[config.mk]
export PLATFORM = sky130hd
export DESIGN_NAME = branch_resolve_unit_flat
export DESIGN_NICKNAME = d
export VERILOG_FILES = /design/src/rtl/branch_resolve_unit_if.sv /design/src/rtl/branch_resolve_unit.sv /design/src/flat_wrapper.sv
export SDC_FILE = /design/constraint.sdc
export NUM_CORES = 1
export LEC_CHECK = 0
export CORE_AREA = 5 5 105 206
export CTS_CLUSTER_SIZE = 20
export DETAILED_ROUTE_END_ITERATION = 10
export DIE_AREA = 0 0 110 211
export PLACE_DENSITY_LB_ADDON = 0.08
export REMOVE_ABC_BUFFERS = 1
export SYNTH_ARGS = -nofsm -noshare
export SYNTH_HDL_FRONTEND = slang
export SYNTH_SLANG_ARGS = --single-unit
[constraint.sdc]
create_clock -name i_clk -period 2.1 [get_ports i_clk]
set_input_delay 0.21 -clock i_clk [delete_from_list [all_inputs] [get_ports i_clk]]
set_output_delay 0.21 -clock i_clk [all_outputs]
set_load 0.1 [all_outputs]
[src/rtl/branch_resolve_unit_if.sv]
// Bundle between the fetch/execute stages, the predictor and the branch resolve unit.
// Latency: none, wires only.
// Backpressure: i_stall is the only hold; there is no valid/ready pair on this bus.
interface branch_resolve_unit_if #(
    parameter int DATA_WIDTH = 32,
    parameter int IDX_W      = 3,
    parameter int CNT_W      = 16
);
    logic                  i_stall;
    logic                  i_if_valid;
    logic [6:0]            i_if_opcode;
    logic [DATA_WIDTH-1:0] i_if_pc;
    logic                  i_if_prediction;
    logic [DATA_WIDTH-1:0] i_if_pred_target;
    logic                  i_ex_taken;
    logic [DATA_WIDTH-1:0] i_ex_target;
    logic                  o_flush;
    logic                  o_redirect_valid;
    logic [DATA_WIDTH-1:0] o_redirect_pc;
    logic                  o_upd_valid;
    logic [IDX_W-1:0]      o_upd_idx;
    logic                  o_upd_taken;
    logic [DATA_WIDTH-1:0] o_upd_target;
    logic [CNT_W-1:0]      o_branch_cnt;
    logic [CNT_W-1:0]      o_mispred_cnt;

    // Pipeline/test side drives the stage inputs and observes the results.
    modport master (
        output i_stall, i_if_valid, i_if_opcode, i_if_pc, i_if_prediction,
               i_if_pred_target, i_ex_taken, i_ex_target,
        input  o_flush, o_redirect_valid, o_redirect_pc, o_upd_valid, o_upd_idx,
               o_upd_taken, o_upd_target, o_branch_cnt, o_mispred_cnt
    );

    // Resolve unit side.
    modport slave (
        input  i_stall, i_if_valid, i_if_opcode, i_if_pc, i_if_prediction,
               i_if_pred_target, i_ex_taken, i_ex_target,
        output o_flush, o_redirect_valid, o_redirect_pc, o_upd_valid, o_upd_idx,
               o_upd_taken, o_upd_target, o_branch_cnt, o_mispred_cnt
    );
endinterface

[src/rtl/branch_resolve_unit.sv]
// Resolves 1-bit branch predictions in EX, issuing redirect/flush and predictor updates.
// Latency: update and redirect are registered, 1 cycle after the branch resolves in EX.
// Backpressure: i_stall freezes the shadow pipeline and resolution; FLUSH overrides the stall.
module branch_resolve_unit #(
    parameter int DATA_WIDTH   = 32,
    parameter int IDX_W        = 3,
    parameter int FLUSH_CYCLES = 2,
    parameter int CNT_W        = 16
) (
    input  logic                   i_clk,
    input  logic                   i_rst,
    branch_resolve_unit_if.slave   bus
);
    localparam int FC_W = (FLUSH_CYCLES > 1) ? $clog2(FLUSH_CYCLES) : 1;
    localparam logic [6:0] OPC_BRANCH = 7'b1100011;

    typedef struct packed {
        logic                  valid;
        logic                  is_branch;
        logic                  pred;
        logic [DATA_WIDTH-1:0] pred_target;
        logic [DATA_WIDTH-1:0] pc;
    } stage_t;

    typedef enum logic {ST_RUN, ST_FLUSH} state_t;

    stage_t            if_slot;
    stage_t            id_q;
    stage_t            ex_q;
    state_t            state_q;
    state_t            state_d;
    logic [FC_W-1:0]   fcnt_q;
    logic [FC_W-1:0]   fcnt_d;
    logic              resolve;
    logic              target_wrong;
    logic              mispredict;

    logic                  upd_valid_q;
    logic [IDX_W-1:0]      upd_idx_q;
    logic                  upd_taken_q;
    logic [DATA_WIDTH-1:0] upd_target_q;
    logic                  redirect_valid_q;
    logic [DATA_WIDTH-1:0] redirect_pc_q;
    logic [CNT_W-1:0]      branch_cnt_q;
    logic [CNT_W-1:0]      mispred_cnt_q;

    // Pack the fetch slot into the shadow stage format.
    always_comb begin
        if_slot             = '0;
        if_slot.valid       = bus.i_if_valid;
        if_slot.is_branch   = (bus.i_if_opcode == OPC_BRANCH);
        if_slot.pred        = bus.i_if_prediction;
        if_slot.pred_target = bus.i_if_pred_target;
        if_slot.pc          = bus.i_if_pc;
    end

    // A not-taken branch with a stale target is still correct; target only matters when both say taken.
    assign resolve      = ex_q.valid && ex_q.is_branch && !bus.i_stall && (state_q == ST_RUN);
    assign target_wrong = bus.i_ex_taken && ex_q.pred && (bus.i_ex_target != ex_q.pred_target);
    assign mispredict   = resolve && ((bus.i_ex_taken != ex_q.pred) || target_wrong);

    // Shadow IF/ID -> ID/EX pipeline; FLUSH squashes both slots regardless of stall.
    always_ff @(posedge i_clk) begin
        if (i_rst) begin
            id_q <= '0;
            ex_q <= '0;
        end else if (state_q == ST_FLUSH) begin
            id_q.valid <= 1'b0;
            ex_q.valid <= 1'b0;
        end else if (!bus.i_stall) begin
            id_q <= if_slot;
            ex_q <= id_q;
        end
    end

    // FSM state register and flush down-counter.
    always_ff @(posedge i_clk) begin
        if (i_rst) begin
            state_q <= ST_RUN;
            fcnt_q  <= '0;
        end else begin
            state_q <= state_d;
            fcnt_q  <= fcnt_d;
        end
    end

    // FSM next state: enter FLUSH on a mispredict, leave once the counter has run down.
    always_comb begin
        state_d = state_q;
        fcnt_d  = fcnt_q;
        case (state_q)
            ST_RUN: begin
                if (mispredict) begin
                    state_d = ST_FLUSH;
                    fcnt_d  = FC_W'(FLUSH_CYCLES - 1);
                end
            end
            ST_FLUSH: begin
                if (fcnt_q == '0) begin
                    state_d = ST_RUN;
                end else begin
                    fcnt_d = fcnt_q - 1'b1;
                end
            end
            default: begin
                state_d = ST_RUN;
                fcnt_d  = '0;
            end
        endcase
    end

    // Registered predictor update and redirect; payloads hold between events.
    always_ff @(posedge i_clk) begin
        if (i_rst) begin
            upd_valid_q      <= 1'b0;
            upd_idx_q        <= '0;
            upd_taken_q      <= 1'b0;
            upd_target_q     <= '0;
            redirect_valid_q <= 1'b0;
            redirect_pc_q    <= '0;
        end else begin
            upd_valid_q      <= resolve;
            redirect_valid_q <= mispredict;
            if (resolve) begin
                upd_idx_q    <= ex_q.pc[IDX_W+1:2];
                upd_taken_q  <= bus.i_ex_taken;
                upd_target_q <= bus.i_ex_target;
            end
            if (mispredict) begin
                redirect_pc_q <= bus.i_ex_taken ? bus.i_ex_target
                                                : ex_q.pc + DATA_WIDTH'(4);
            end
        end
    end

    // Saturating performance counters.
    always_ff @(posedge i_clk) begin
        if (i_rst) begin
            branch_cnt_q  <= '0;
            mispred_cnt_q <= '0;
        end else begin
            if (resolve && (branch_cnt_q != {CNT_W{1'b1}})) begin
                branch_cnt_q <= branch_cnt_q + 1'b1;
            end
            if (mispredict && (mispred_cnt_q != {CNT_W{1'b1}})) begin
                mispred_cnt_q <= mispred_cnt_q + 1'b1;
            end
        end
    end

    // Flush is high for every FLUSH-state cycle, which starts alongside the redirect pulse.
    assign bus.o_flush          = (state_q == ST_FLUSH);
    assign bus.o_redirect_valid = redirect_valid_q;
    assign bus.o_redirect_pc    = redirect_pc_q;
    assign bus.o_upd_valid      = upd_valid_q;
    assign bus.o_upd_idx        = upd_idx_q;
    assign bus.o_upd_taken      = upd_taken_q;
    assign bus.o_upd_target     = upd_target_q;
    assign bus.o_branch_cnt     = branch_cnt_q;
    assign bus.o_mispred_cnt    = mispred_cnt_q;
endmodule

[src/flat_wrapper.sv]
// flat-port wrapper written by rule: the top's interface ports become plain ports
module branch_resolve_unit_flat 
#(
    parameter int DATA_WIDTH   = 32,
    parameter int IDX_W        = 3,
    parameter int FLUSH_CYCLES = 2,
    parameter int CNT_W        = 16
)
  (i_clk, i_rst, bus_i_stall, bus_i_if_valid, bus_i_if_opcode, bus_i_if_pc, bus_i_if_prediction, bus_i_if_pred_target, bus_i_ex_taken, bus_i_ex_target, bus_o_flush, bus_o_redirect_valid, bus_o_redirect_pc, bus_o_upd_valid, bus_o_upd_idx, bus_o_upd_taken, bus_o_upd_target, bus_o_branch_cnt, bus_o_mispred_cnt);
  branch_resolve_unit_if #(.DATA_WIDTH(DATA_WIDTH), .IDX_W(IDX_W), .CNT_W(CNT_W)) bus_i ();
  input  logic i_clk;
  input  logic i_rst;
  input wire logic [$bits(bus_i.i_stall)-1:0] bus_i_stall;
  input wire logic [$bits(bus_i.i_if_valid)-1:0] bus_i_if_valid;
  input wire logic [$bits(bus_i.i_if_opcode)-1:0] bus_i_if_opcode;
  input wire logic [$bits(bus_i.i_if_pc)-1:0] bus_i_if_pc;
  input wire logic [$bits(bus_i.i_if_prediction)-1:0] bus_i_if_prediction;
  input wire logic [$bits(bus_i.i_if_pred_target)-1:0] bus_i_if_pred_target;
  input wire logic [$bits(bus_i.i_ex_taken)-1:0] bus_i_ex_taken;
  input wire logic [$bits(bus_i.i_ex_target)-1:0] bus_i_ex_target;
  output wire logic [$bits(bus_i.o_flush)-1:0] bus_o_flush;
  output wire logic [$bits(bus_i.o_redirect_valid)-1:0] bus_o_redirect_valid;
  output wire logic [$bits(bus_i.o_redirect_pc)-1:0] bus_o_redirect_pc;
  output wire logic [$bits(bus_i.o_upd_valid)-1:0] bus_o_upd_valid;
  output wire logic [$bits(bus_i.o_upd_idx)-1:0] bus_o_upd_idx;
  output wire logic [$bits(bus_i.o_upd_taken)-1:0] bus_o_upd_taken;
  output wire logic [$bits(bus_i.o_upd_target)-1:0] bus_o_upd_target;
  output wire logic [$bits(bus_i.o_branch_cnt)-1:0] bus_o_branch_cnt;
  output wire logic [$bits(bus_i.o_mispred_cnt)-1:0] bus_o_mispred_cnt;
  assign bus_i.i_stall = bus_i_stall;
  assign bus_i.i_if_valid = bus_i_if_valid;
  assign bus_i.i_if_opcode = bus_i_if_opcode;
  assign bus_i.i_if_pc = bus_i_if_pc;
  assign bus_i.i_if_prediction = bus_i_if_prediction;
  assign bus_i.i_if_pred_target = bus_i_if_pred_target;
  assign bus_i.i_ex_taken = bus_i_ex_taken;
  assign bus_i.i_ex_target = bus_i_ex_target;
  assign bus_o_flush = bus_i.o_flush;
  assign bus_o_redirect_valid = bus_i.o_redirect_valid;
  assign bus_o_redirect_pc = bus_i.o_redirect_pc;
  assign bus_o_upd_valid = bus_i.o_upd_valid;
  assign bus_o_upd_idx = bus_i.o_upd_idx;
  assign bus_o_upd_taken = bus_i.o_upd_taken;
  assign bus_o_upd_target = bus_i.o_upd_target;
  assign bus_o_branch_cnt = bus_i.o_branch_cnt;
  assign bus_o_mispred_cnt = bus_i.o_mispred_cnt;
  branch_resolve_unit #(.DATA_WIDTH(DATA_WIDTH), .IDX_W(IDX_W), .FLUSH_CYCLES(FLUSH_CYCLES), .CNT_W(CNT_W)) u_core (.i_clk(i_clk), .i_rst(i_rst), .bus(bus_i));
endmodule
==> impl_results.md <==
* EDFF count, synth at 0
* Layout area overhead at 38.8%
* Worst Path Max Fanout at 12
* Post-Syn Instances at 1249
* Ant diodes at 0
* Max-slew violation count at 0
* Clk buf depth at 3
* Pin count of the biggest net entering global routing at 113
* Sink Count at 238
* Vias in the first global route at 9396
* MaxCap Viol Count at 0
* Worst slew pin tran at 654 ps
* Synth cell types at 52
* Synth area leader: dfxtp_1
* Via count at 9630
* Worst path arrival time at 2570 ps
* Clk slew on worst S/H paths at 70 ps
* Initial antenna violation count at 0
* CP Data Required Time at 2500 ps
* Gr usage total at 25.6%
* Mapped cell area at 9980 um2
* Die height at 211 um
* FFs w/ async S/R, synth at 0%
* Clk_lat worst skew at 500 ps
* Average wire per standard cell at 17.0 um
* CTS Buf Count at 22
* I/O Pins at 212
* Slew HR at 56.4%
* Total wire length at 30.4 mm
* H-Tree Depth at 1
* Non-Filler Instances at 1787
* CP endpoint kind: flop
* Commonest non-fill, non-tap cells in the layout: nand2_1 (359), dfxtp_1 (225), buf_4 (196)
* CP max-delay cell: dfxtp_2
* #FFs+latches synth at 238
* Worst Setup Path Type: reg2reg
* Hold Vio Cnt, Final at 0
* Final global-route overflow total at 0
* Hold slack at 58.8 ps
* Detailed Route Iter0 Violations at 595
* Final setup viols at 35
* Layout cell share with drive strength beyond 1 at 20.9%
* Status: finished with violations
* Commonest non-fill, non-tap cell in the layout: nand2_1
* Final Core Density at 69.8%
* Multi-input gate area at 5000 um2
* RSZ-0062 raised after global routing: yes
* Critical Path Source Type: flop
* Fill cells at 1687
* Power per cell area at 695 nW/um2
* Worst hold-check path type: in2reg
* Placer Congestion at 0.866
* Width of the chip at 110 um
* Min Tclk post-route at 2170 ps
* Ys Warns at 0
* Worst VDD drop at 0.691 mV
* Largest delay contributor family on the critical path: buffers and inverters
* First-pass GRT wire length at 47.5 mm
* Register area share after synthesis at 47.8%
* Site row count at 73
* Nets at 1623
* Drt drc at 0
* Final Cycle Share at 104%
* Top cell type's share of synthesized area at 47.8%
* CP most frequent cell: buf_12
* Setup Skew at 8.41 ps
* Syn avg cell area at 7.99 um2
* Leakage dissipation at 5.32 nW
* Prevailing post-synth register cell: dfxtp_1
* Core ar. at 19800 um2
* Register area at 4780 um2
* Detailed Place HPWL at 21.4 mm
* DR pass1 iterations at 5
* Worst Slack Setup Final at -73.6 ps
* Final ANT Viol Nets at 0
* Setup TNS after final layout at -1590 ps
* Pre-CTS setup slack at -605 ps
* Crit-path cells: xor2_1 > nor4_2 > buf_4 > nand4_1 > buf_6 > o211ai_4 > buf_12 > buf_12 > a211oi_1 > a31o_2
* Failing checks: negative setup slack
* Cells after DPL at 1739
* # port buffers at 211
* CTS tree: done
* Vias per cell at 5.39
* Crit path buf inv count at 4
* Root Buffer: clkbuf_16
* Slowest stage delay, CP at 320 ps
* Synth area leaders: dfxtp_1 (48%), nand2_1 (14%), a21oi_1 (10%), xor2_1 (4.0%), clkbuf_1 (2.5%)
* Peak Freq at 460 MHz
* Initial core utilization at 50.3%
* Full die area at 23200 um2
sequential cells by signal, summed over array words and instances (netlist names), 3 cells and up:
| signal | cells |
|---|---|
| u_core.bus.o_upd_target | 32 |
| u_core.ex_q | 67 |
| u_core.bus.o_redirect_pc | 32 |
| u_core.bus.o_upd_idx | 3 |
| u_core.id_q | 67 |
| u_core.bus.o_branch_cnt | 16 |
| u_core.bus.o_mispred_cnt | 16 |
stage by stage:
step / area [um2] / power, mW
floorplan: 9600 / 5.04
global placement: 12700 / 5.54
detailed placement: 12700 / 5.55
CTS: 13600 / 9.70
global route: 13800 / 9.96
finish: 13800 / 9.62
synth_stat cells, types with 2 or more instances:
cell type,count
nand4_1,26
and3_1,15
o21ai_0,19
and2_1,5
clkbuf_1,67
buf_1,10
a221oi_1,10
or4_1,10
buf_2,7
dfxtp_1,238
mux2i_1,5
inv_1,12
a21oi_1,199
nor4_1,11
a211oi_1,9
nor3_1,6
nor4_2,3
a221o_1,8
or3_1,6
a31oi_1,2
o21ai_1,2
o41ai_1,3
a31o_1,8
nor2_1,45
nand2_1,360
nand3_1,31
o31ai_1,12
and4_1,9
or2_2,3
nand4b_1,2
buf_4,7
o211ai_1,2
ha_1,4
nor2b_1,5
xor2_1,46
xnor2_1,24
a31o_2,3
final cells by class:
cell class | instances | area share [%]
clock buffer | 29 | 4.39
clock inverter | 10 | 0.967
inverter | 13 | 0.352
multi-input combinational | 907 | 36.2
sequential | 238 | 34.5
tap | 262 | 2.37
timing repair buffer | 328 | 21.2
logic make-up after synthesis:
kind of cell,Yosys count,share of synthesized area [%]
buffers and inverters,104,4.26
multiplexers,7,0.727
XOR/XNOR,70,6.15
AO/OA/AOI/OAI,283,16.4
adder cells (fa/ha/maj),4,0.502
flip-flops,238,47.8
AND/OR/NAND/NOR,543,24.2
per-layer routing:
layer	vias to the layer above	GRT usage, %	part of all wire, %
met5	-	0	0
met4	0	9.34	3.8
met3	66	2.97	4.8
met2	271	48.3	55
met1	4515	28.4	36
li1	4778	-	-
worst register-to-register path: stages (launching register included):
cell and delay [ps]:
dfxtp_2 320, xor2_1 160, nor4_2 320, buf_4 190, nand4_1 140, buf_6 170, o211ai_4 170, buf_12 150
buf_12 140, a211oi_1 70, a31o_2 230
worst paths after layout:
kind / startpoint / end / slack, ps / depth (start not counted)
min reg2reg: u_core.id_q[60] / u_core.ex_q[60] / 440 / 2
max: u_core.ex_q[63] / u_core.bus.o_redirect_pc[5] / -70 / 10
max reg2reg: u_core.ex_q[63] / u_core.bus.o_redirect_pc[5] / -70 / 10
min: i_rst / u_core.bus.o_mispred_cnt[12] / 60 / 3
report_power, final:
group          switching (mW)  internal [mW]
Clock                    1.74           2.42
Sequential             0.0676           4.62
Combinational           0.392          0.383
repair_timing:
action | in CTS | in global routing
buffers inserted | 2 | 4
pin swaps | 2 | 32
cloned | 2 | 1
resized for setup | 15 | 61
endpoints found under the setup margin | 50 | 58
hold buffers | 1 | 0
endpoints found under the hold margin | 3 | 0
(Power assumes the default switching activity.)
